===== src/rtl/spi_cmd_sequencer.sv =====
// spi_cmd_sequencer: decodes SPI command words into register write/read bursts and stages the response word.
module spi_cmd_sequencer #(
    parameter logic [7:0] MAGIC = 8'hA5,
    parameter int MAX_BURST = 16
) (
    input  logic        clk,
    input  logic        resetn,
    input  logic        word_received,
    input  logic [63:0] word_data_received,
    input  logic        cs_active,
    output logic [63:0] word_send_data,
    output logic [7:0]  reg_addr,
    output logic [63:0] reg_wdata,
    output logic        reg_wr_en,
    output logic        reg_rd_en,
    input  logic [63:0] reg_rdata,
    output logic        busy,
    output logic        err_opcode,
    output logic        err_abort
);
    typedef enum logic [2:0] {IDLE, WR_DATA, RD_FETCH, RD_LOAD, RD_XFER, ST_LOAD} state_t;
    localparam logic [7:0] MAXB = 8'(MAX_BURST);
    state_t state;
    logic word_received_s, word_received_q, wpulse;
    logic [7:0] last_op, hdr_op, hdr_addr, hdr_n;
    logic [4:0] cnt, n_clamp;
    assign wpulse = word_received_s & ~word_received_q;
    assign hdr_op = word_data_received[7:0];
    assign hdr_addr = word_data_received[15:8];
    assign hdr_n = word_data_received[23:16];
    assign n_clamp = hdr_n > MAXB ? MAXB[4:0] : hdr_n[4:0];
    function automatic logic [63:0] status(input logic eo, input logic ea, input logic [7:0] op);
        return {40'd0, op, 6'd0, ea, eo, MAGIC};
    endfunction
    always_ff @(posedge clk) begin
        if (!resetn) begin
            state <= IDLE;
            word_received_s <= 1'b0;
            word_received_q <= 1'b0;
            word_send_data <= status(1'b0, 1'b0, 8'd0);
            reg_addr <= 8'd0;
            reg_wdata <= 64'd0;
            reg_wr_en <= 1'b0;
            reg_rd_en <= 1'b0;
            busy <= 1'b0;
            err_opcode <= 1'b0;
            err_abort <= 1'b0;
            last_op <= 8'd0;
            cnt <= 5'd0;
        end else begin
            word_received_s <= word_received;
            word_received_q <= word_received_s;
            reg_wr_en <= 1'b0;
            reg_rd_en <= 1'b0;
            // the address advances the cycle after a write so it stays valid alongside the strobe
            if (reg_wr_en) reg_addr <= reg_addr + 8'd1;
            if (state != IDLE && !cs_active) begin
                state <= IDLE;
                busy <= 1'b0;
                err_abort <= 1'b1;
                word_send_data <= status(err_opcode, 1'b1, last_op);
            end else begin
                case (state)
                    IDLE: if (wpulse) begin
                        last_op <= hdr_op;
                        busy <= 1'b1;
                        if (hdr_op == 8'h01 && n_clamp != 5'd0) begin
                            state <= WR_DATA;
                            reg_addr <= hdr_addr;
                            cnt <= n_clamp;
                        end else if (hdr_op == 8'h02 && n_clamp != 5'd0) begin
                            state <= RD_FETCH;
                            reg_addr <= hdr_addr;
                            cnt <= n_clamp;
                            reg_rd_en <= 1'b1;
                        end else begin
                            state <= ST_LOAD;
                            if (hdr_op == 8'h04) begin
                                err_opcode <= 1'b0;
                                err_abort <= 1'b0;
                            end
                            if (hdr_op > 8'h04) err_opcode <= 1'b1;
                        end
                    end
                    WR_DATA: if (wpulse) begin
                        reg_wr_en <= 1'b1;
                        reg_wdata <= word_data_received;
                        cnt <= cnt - 5'd1;
                        if (cnt == 5'd1) begin
                            state <= IDLE;
                            busy <= 1'b0;
                        end
                    end
                    RD_FETCH: state <= RD_LOAD;
                    RD_LOAD: begin
                        word_send_data <= reg_rdata;
                        reg_addr <= reg_addr + 8'd1;
                        state <= RD_XFER;
                    end
                    RD_XFER: if (wpulse) begin
                        cnt <= cnt - 5'd1;
                        if (cnt == 5'd1) begin
                            state <= IDLE;
                            busy <= 1'b0;
                            word_send_data <= status(err_opcode, err_abort, last_op);
                        end else begin
                            state <= RD_FETCH;
                            reg_rd_en <= 1'b1;
                        end
                    end
                    default: begin
                        word_send_data <= status(err_opcode, err_abort, last_op);
                        state <= IDLE;
                        busy <= 1'b0;
                    end
                endcase
            end
        end
    end
endmodule

===== config.mk =====
export PLATFORM = sky130hd
export DESIGN_NAME = spi_cmd_sequencer
export DESIGN_NICKNAME = d
export VERILOG_FILES = /design/src/rtl/spi_cmd_sequencer.sv
export SDC_FILE = /design/constraint.sdc
export NUM_CORES = 1
export LEC_CHECK = 0
export BUFFER_PORTS_ARGS = -buffer_cell sky130_fd_sc_hd__buf_2
export CORE_MARGIN = 2
export CORE_UTILIZATION = 47
export CTS_CLUSTER_DIAMETER = 60
export DETAILED_ROUTE_END_ITERATION = 10
export HOLD_SLACK_MARGIN = 0.06
export PLACE_DENSITY = 0.81
export SETUP_SLACK_MARGIN = 0.02
export SLEW_MARGIN = 40
export SYNTH_ARGS = -nofsm -noshare
export SYNTH_HDL_FRONTEND = slang
export SYNTH_SLANG_ARGS = --single-unit
export TNS_END_PERCENT = 10

===== constraint.sdc =====
create_clock -name clk -period 2.2 [get_ports clk]
set_clock_uncertainty 0.1 [all_clocks]
set_input_delay 0.22 -clock clk [delete_from_list [all_inputs] [get_ports clk]]
set_output_delay 0.22 -clock clk [all_outputs]
set_load 0.01 [all_outputs]

# Word-level counts from Yosys, hierarchy flattened
# Index checks and enable logic that the tools add are counted.
# W data, S select, Z words.
classes:
  n_bitwise: 9
  add_sub_neg: 2
  eq_ne: 21
  order_cmp: 2
  mux: 42
  n_reduce_logical: 26
ops:
  columns: ["operator", "count"]
  rows:
  - ["$pmux W64 S3", 1]
  - ["$mux W64", 2]
  - ["$mux W8", 5]
  - ["$mux W5", 5]
  - ["$mux W24", 1]
  - ["$mux W3", 6]
  - ["$mux W1", 16]
  - ["$pmux W8 S2", 1]
  - ["$pmux W3 S5", 1]
  - ["$ne A2 B2 Y1 const B", 7]
  - ["$reduce_and A3 Y1", 4]
  - ["$pmux W5 S2", 1]
  - ["$reduce_and A5 Y1", 2]
  - ["$reduce_bool A2 Y1", 5]
  - ["$ne A3 B3 Y1 const B", 3]
  - ["$add A8 B1 Y8 const B", 1]
  - ["$eq A8 B1 Y1 const B", 1]
  - ["$eq A8 B2 Y1 const B", 1]
  - ["$eq A8 B3 Y1 const B", 1]
  - ["$gt A8 B3 Y1 const B", 1]
  - ["$gt A8 B5 Y1 const B", 1]
  - ["$not A1 Y1", 8]
  - ["$reduce_and A4 Y1", 2]
  - ["$eq A3 B2 Y1 const B", 2]
  - ["17 further kinds", 24]
totals:
  word_cells: 116
  regBits: 159
  inputBits: 132
  out_inout_bits: 141

# Longest topological paths before layout
logic_depth:
  ltp_word: 9
  mapped_depth: 9
  mapped_depth_nobuf: 7

# Least setup slack after synthesis
# Ideal clock, no wire load.
synth_path:
  path_type: "register to register"
  startpoint: "reg cnt[0]"
  endpoint: "reg word_send_data[22]"
  path_buffers: 2
  arrival_time_ns: 1.868
  path_stages_with_launch: 9
  required_ns: 2.009
  setup_ns: 0.091
  path_slack_ns: 0.141
  synth_period_minus_slack_ns: 2.059
  cell_sequence: "dfxtp_1 > ha_1 > or4b_1 > o21ai_0 > a21bo_2 > buf_2 > buf_2 > nor2_1 > a311oi_1"
synth_between:
  elab_chain_cells: 3
synth_lines:
  columns: ["item", "line", "text"]
  rows:
  - ["start: declaration", "26", "logic [4:0] cnt, n_clamp;"]
  - ["start signal: assignment", "70", "cnt <= n_clamp;"]
  - ["start signal: assignment", "74", "cnt <= n_clamp;"]
  - ["start signal: assignment", "88", "cnt <= cnt - 5'd1;"]
  - ["$eq A5 B1 Y1", "102", "if (cnt == 5'd1) begin"]
  - ["$ne A3 B3 Y1 (no line)", null, null]
  - ["$reduce_and A3 Y1 (no line)", null, null]
  - ["end signal: assignment", "96", "word_send_data <= reg_rdata;"]
  - ["end signal: assignment", "105", "word_send_data <= status(err_opcode, err_abort, last_op);"]
  - ["end signal: assignment", "112", "word_send_data <= status(err_opcode, err_abort, last_op);"]
  - ["end: declaration", "11", "output logic [63:0] word_send_data,"]
# Every way passes these cells.
# A chain may end at the register's enable or synchronous reset.

# Worst setup path after layout
layout_path:
  startpoint: "in word_data_received[16]"
  endpoint: "reg cnt[0]"
layout_between:
  elab_chain_cells: 7
  word_cells_on_any_way: 11
  classes_between: "order compare: 1; eq/ne: 1; mux: 5; reduce/logical: 4"
layout_lines:
  columns: ["item", "line", "text"]
  rows:
  - ["start: declaration", "9", "input logic [63:0] word_data_received,"]
  - ["$gt A8 B5 Y1", "31", "assign n_clamp = hdr_n > MAXB ? MAXB[4:0] : hdr_n[4:0];"]
  - ["$mux W5 *", "31", null]
  - ["$reduce_bool A5 Y1", "67, 71", null]
  - ["$logic_and A1 B1 Y1", "67", "if (hdr_op == 8'h01 && n_clamp != 5'd0) begin"]
  - ["$mux W5", "67", null]
  - ["$mux W5", "64", "IDLE: if (wpulse) begin"]
  - ["$pmux W5 S2", "63", "case (state)"]
# Every way passes the cells marked *; elsewhere a longest branch is shown, timed or not. The select of a mux whose other input is x is not followed.

==> flow_summary.ini <==
[run_status]
status = finished clean

[cts]
cts_sinks = 159
clk_latency_ns = 0.42
cts_tree = done
clk_pin_slew_worst_paths_ns = 0.06
cts_root_buffer = clkbuf_16
cts_buffers = 17
h-tree-depth = 4
clock_path_buffers = 2

[global_route]
gr-total-overflow = 0
track_usage_pct = 30.21
grt_pass1_wl_microns = 34890
grt_max_degree = 66
first_global_vias = 7139
antenna_found_initial = 1

[worst_setup_path]
crit_type = input pin to register
crit_slowest_cell = dlygate4sd3_1
path_cells = dlygate4sd3_1 -> buf_2 -> nor4_1 -> nand2_2 -> a311oi_2 -> buf_4 -> a2111oi_0 -> a311o_1
max_stage_delay_ns = 0.54
critPathLaunchType = input pin
crit_fanout = 5
timing.critical_path.to_type = register
crit_required_ns = 2.41
ff2ff_path_depth = 8
worstPathArrival_ns = 2.24

[timing]
hold_viol_final = 0
setup_violations = 0
fin_crit_ns = 2.025
rsz0062_at_grt = no
post-route-period-util_pct = 92.06
worstMarginPinSlew_ns = 0.6828
relSlewSlack_pct = 54.48
setup_tns_ns = 0
fin_ws_ns = 0.1747
max_freq_mhz = 493.8
drv_slew = 0

[layout]
nFillCells = 953
final_cell_mix = buf_2, nand2_1, dfxtp_1
area_delta_synth_final_pct = 56.31
nets = 1290
drive_above_1_share_pct = 29.97
mostFrequentLayoutCell = buf_2

[power]
peakVddDrop_uv = 494.7
combPwrFrac_pct = 12.1
switching_share_pct = 25.58
power_leakage_nw = 4.280
p_clk_share_pct = 42.8
seq_power_share_pct = 45.1
power.switching_mw = 1.701
power_density_nw_per_um2 = 677.2
internal_power_mw = 4.951

[worst_hold_path]
hold_path_class = input pin to register
holdPathStages = 4

[floorplanning]
rows = 42
fp.dieH_microns = 119.6
core_sq_um = 13140
ios = 273
die_area_sq_um = 14310
initial_core_util_pct = 47.83
dieWidth_microns = 119.6

[yosys]
ys_types = 56
syn_avg_cell_area_sq_um = 8.192
async_reset_ff_share_pct = 0
synthCells = 767
yosys_warnings = 0
yosysSeqAreaShare_pct = 50.66
synth_area_sq_um = 6284
synth.net_count = 902
ys_ff_latch = 159
synth_edf_count = 0
ys.flop_type = dfxtp_1

[placed_design]
dp_hpwl_microns = 12770
io_buffers = 272
routabilityCongestion = 0.8906
dp_slack_ns = 0.06882

[routing]
first_iter_violations = 554
drtPass1Iterations = 6
routed_via_density = 5.408
drt-total-wl_microns = 22330
drc_errors = 0
vias = 7279
detail-route-antenna-nets = 0
wl_per_cell_microns = 16.59

[job]
max_cap_violations = 0
## cell type report
class | count | area (sq um) | area share [%]
Tap cell | 176 | 220.2 | 2.242
Sequential cell | 159 | 3183 | 32.41
Timing Repair Buffer | 423 | 2880 | 29.32
Multi-Input combinational cell | 544 | 2925 | 29.78
Antenna cell | 2 | 5.005 | 0.05096
Inverter | 10 | 37.54 | 0.3822
Clock inverter | 14 | 131.4 | 1.338
Clock buffer | 18 | 439.2 | 4.471
## cell families after synthesis
kind of cell	synth area share, %
compound gates	19.49
simple gates	22.20
mux	1.294
xor+xnor	1.673
fa+ha+maj	0.7567
buf+inv	3.923
flops	50.66
## through the flow
stage | instances | hold slack, ns | area (sq um) | total power [mW] | utilization [%]
finish | 1346 | 0.1120 | 9822 | 6.652 | 74.76
global route | 1345 | 0.1503 | 9819 | 6.874 | 74.74
CTS | 1345 | 0.1009 | 9764 | 6.646 | 74.32
detailed placement | 1185 | 0.3361 | 7913 | 3.646 | 60.23
global placement | 1185 | 0.3315 | 7913 | 3.637 | 60.23
floorplan | 767 | 0.2473 | 6284 | 3.347 | -
## registers in the layout, indices dropped and copies added, names as in the netlist, 3 cells and up
name and flops:
last_op 8, reg_wdata 64, word_send_data 64, cnt 5, state 3, reg_addr 8
## worst max-delay path, delay by kind of cell
family	cells	cell delay, ns
buffers and inverters	3	0.86
AO/OA/AOI/OAI	3	0.64
AND/OR/NAND/NOR	2	0.50
## worst paths after layout
check	from	to	slack, ns
min reg2reg	reg_wdata[12]$_SDFFE_PN0P_	reg_wdata[12]$_SDFFE_PN0P_	0.35
max reg2reg	cnt[1]$_SDFFE_PN0P_	word_send_data[35]$_SDFFE_PP0P_	0.19
max	word_data_received[16]	cnt[0]$_SDFFE_PN0P_	0.17
min	reg_rdata[9]	word_send_data[9]$_SDFFE_PN0P_	0.11
## what timing repair did
action,in CTS,in global routing
hold endpoints to repair,143,0
gates resized for setup,0,21
hold buffers,128,0
endpoints found under the setup margin,0,71
setup buffers,0,1
## cells in the mapped netlist (all sizes together), types with 5 or more instances
cell type | number | area [sq um]
nor2 | 89 | 334.1
a22oi | 51 | 382.9
nand3 | 25 | 125.1
a21oi | 82 | 410.4
xor2 | 7 | 61.31
and3 | 5 | 31.28
a311oi | 10 | 93.84
mux2i | 7 | 70.07
nand4 | 5 | 37.53
nand2 | 168 | 630.6
o22ai | 6 | 37.54
inv | 9 | 33.78
dfxtp | 159 | 3183
nor4 | 5 | 37.53
xnor2 | 5 | 43.79
clkbuf | 52 | 195.2
nand2b | 5 | 31.28
o21ai | 24 | 120.1
nor3 | 6 | 41.29
and2 | 5 | 31.28
## power by group through the flow
| stage | registers, mW | clock network [mW] | logic (mW) |
|---|---|---|---|
| detailed placement | 3.06 | 0 | 0.590 |
| CTS | 2.99 | 2.89 | 0.768 |
| floorplan | 3.06 | 0 | 0.283 |
| global placement | 3.05 | 0 | 0.583 |
| global route | 3.00 | 2.99 | 0.877 |
| finish | 3.00 | 2.85 | 0.807 |
## routing by layer
metal  routed length [microns]  track usage [%]  share of wire (%)  vias to the layer above
met1                      8634            34.56                 39                     3409
li1                          -                -                  -                     3420
met3                      1674            7.462                7.5                       65
met5                         0                0                  0                        -
met2                     11310            53.86                 51                      385
met4                       705            12.13                3.2                        0
Note: power is estimated with default switching activity, not from simulation.
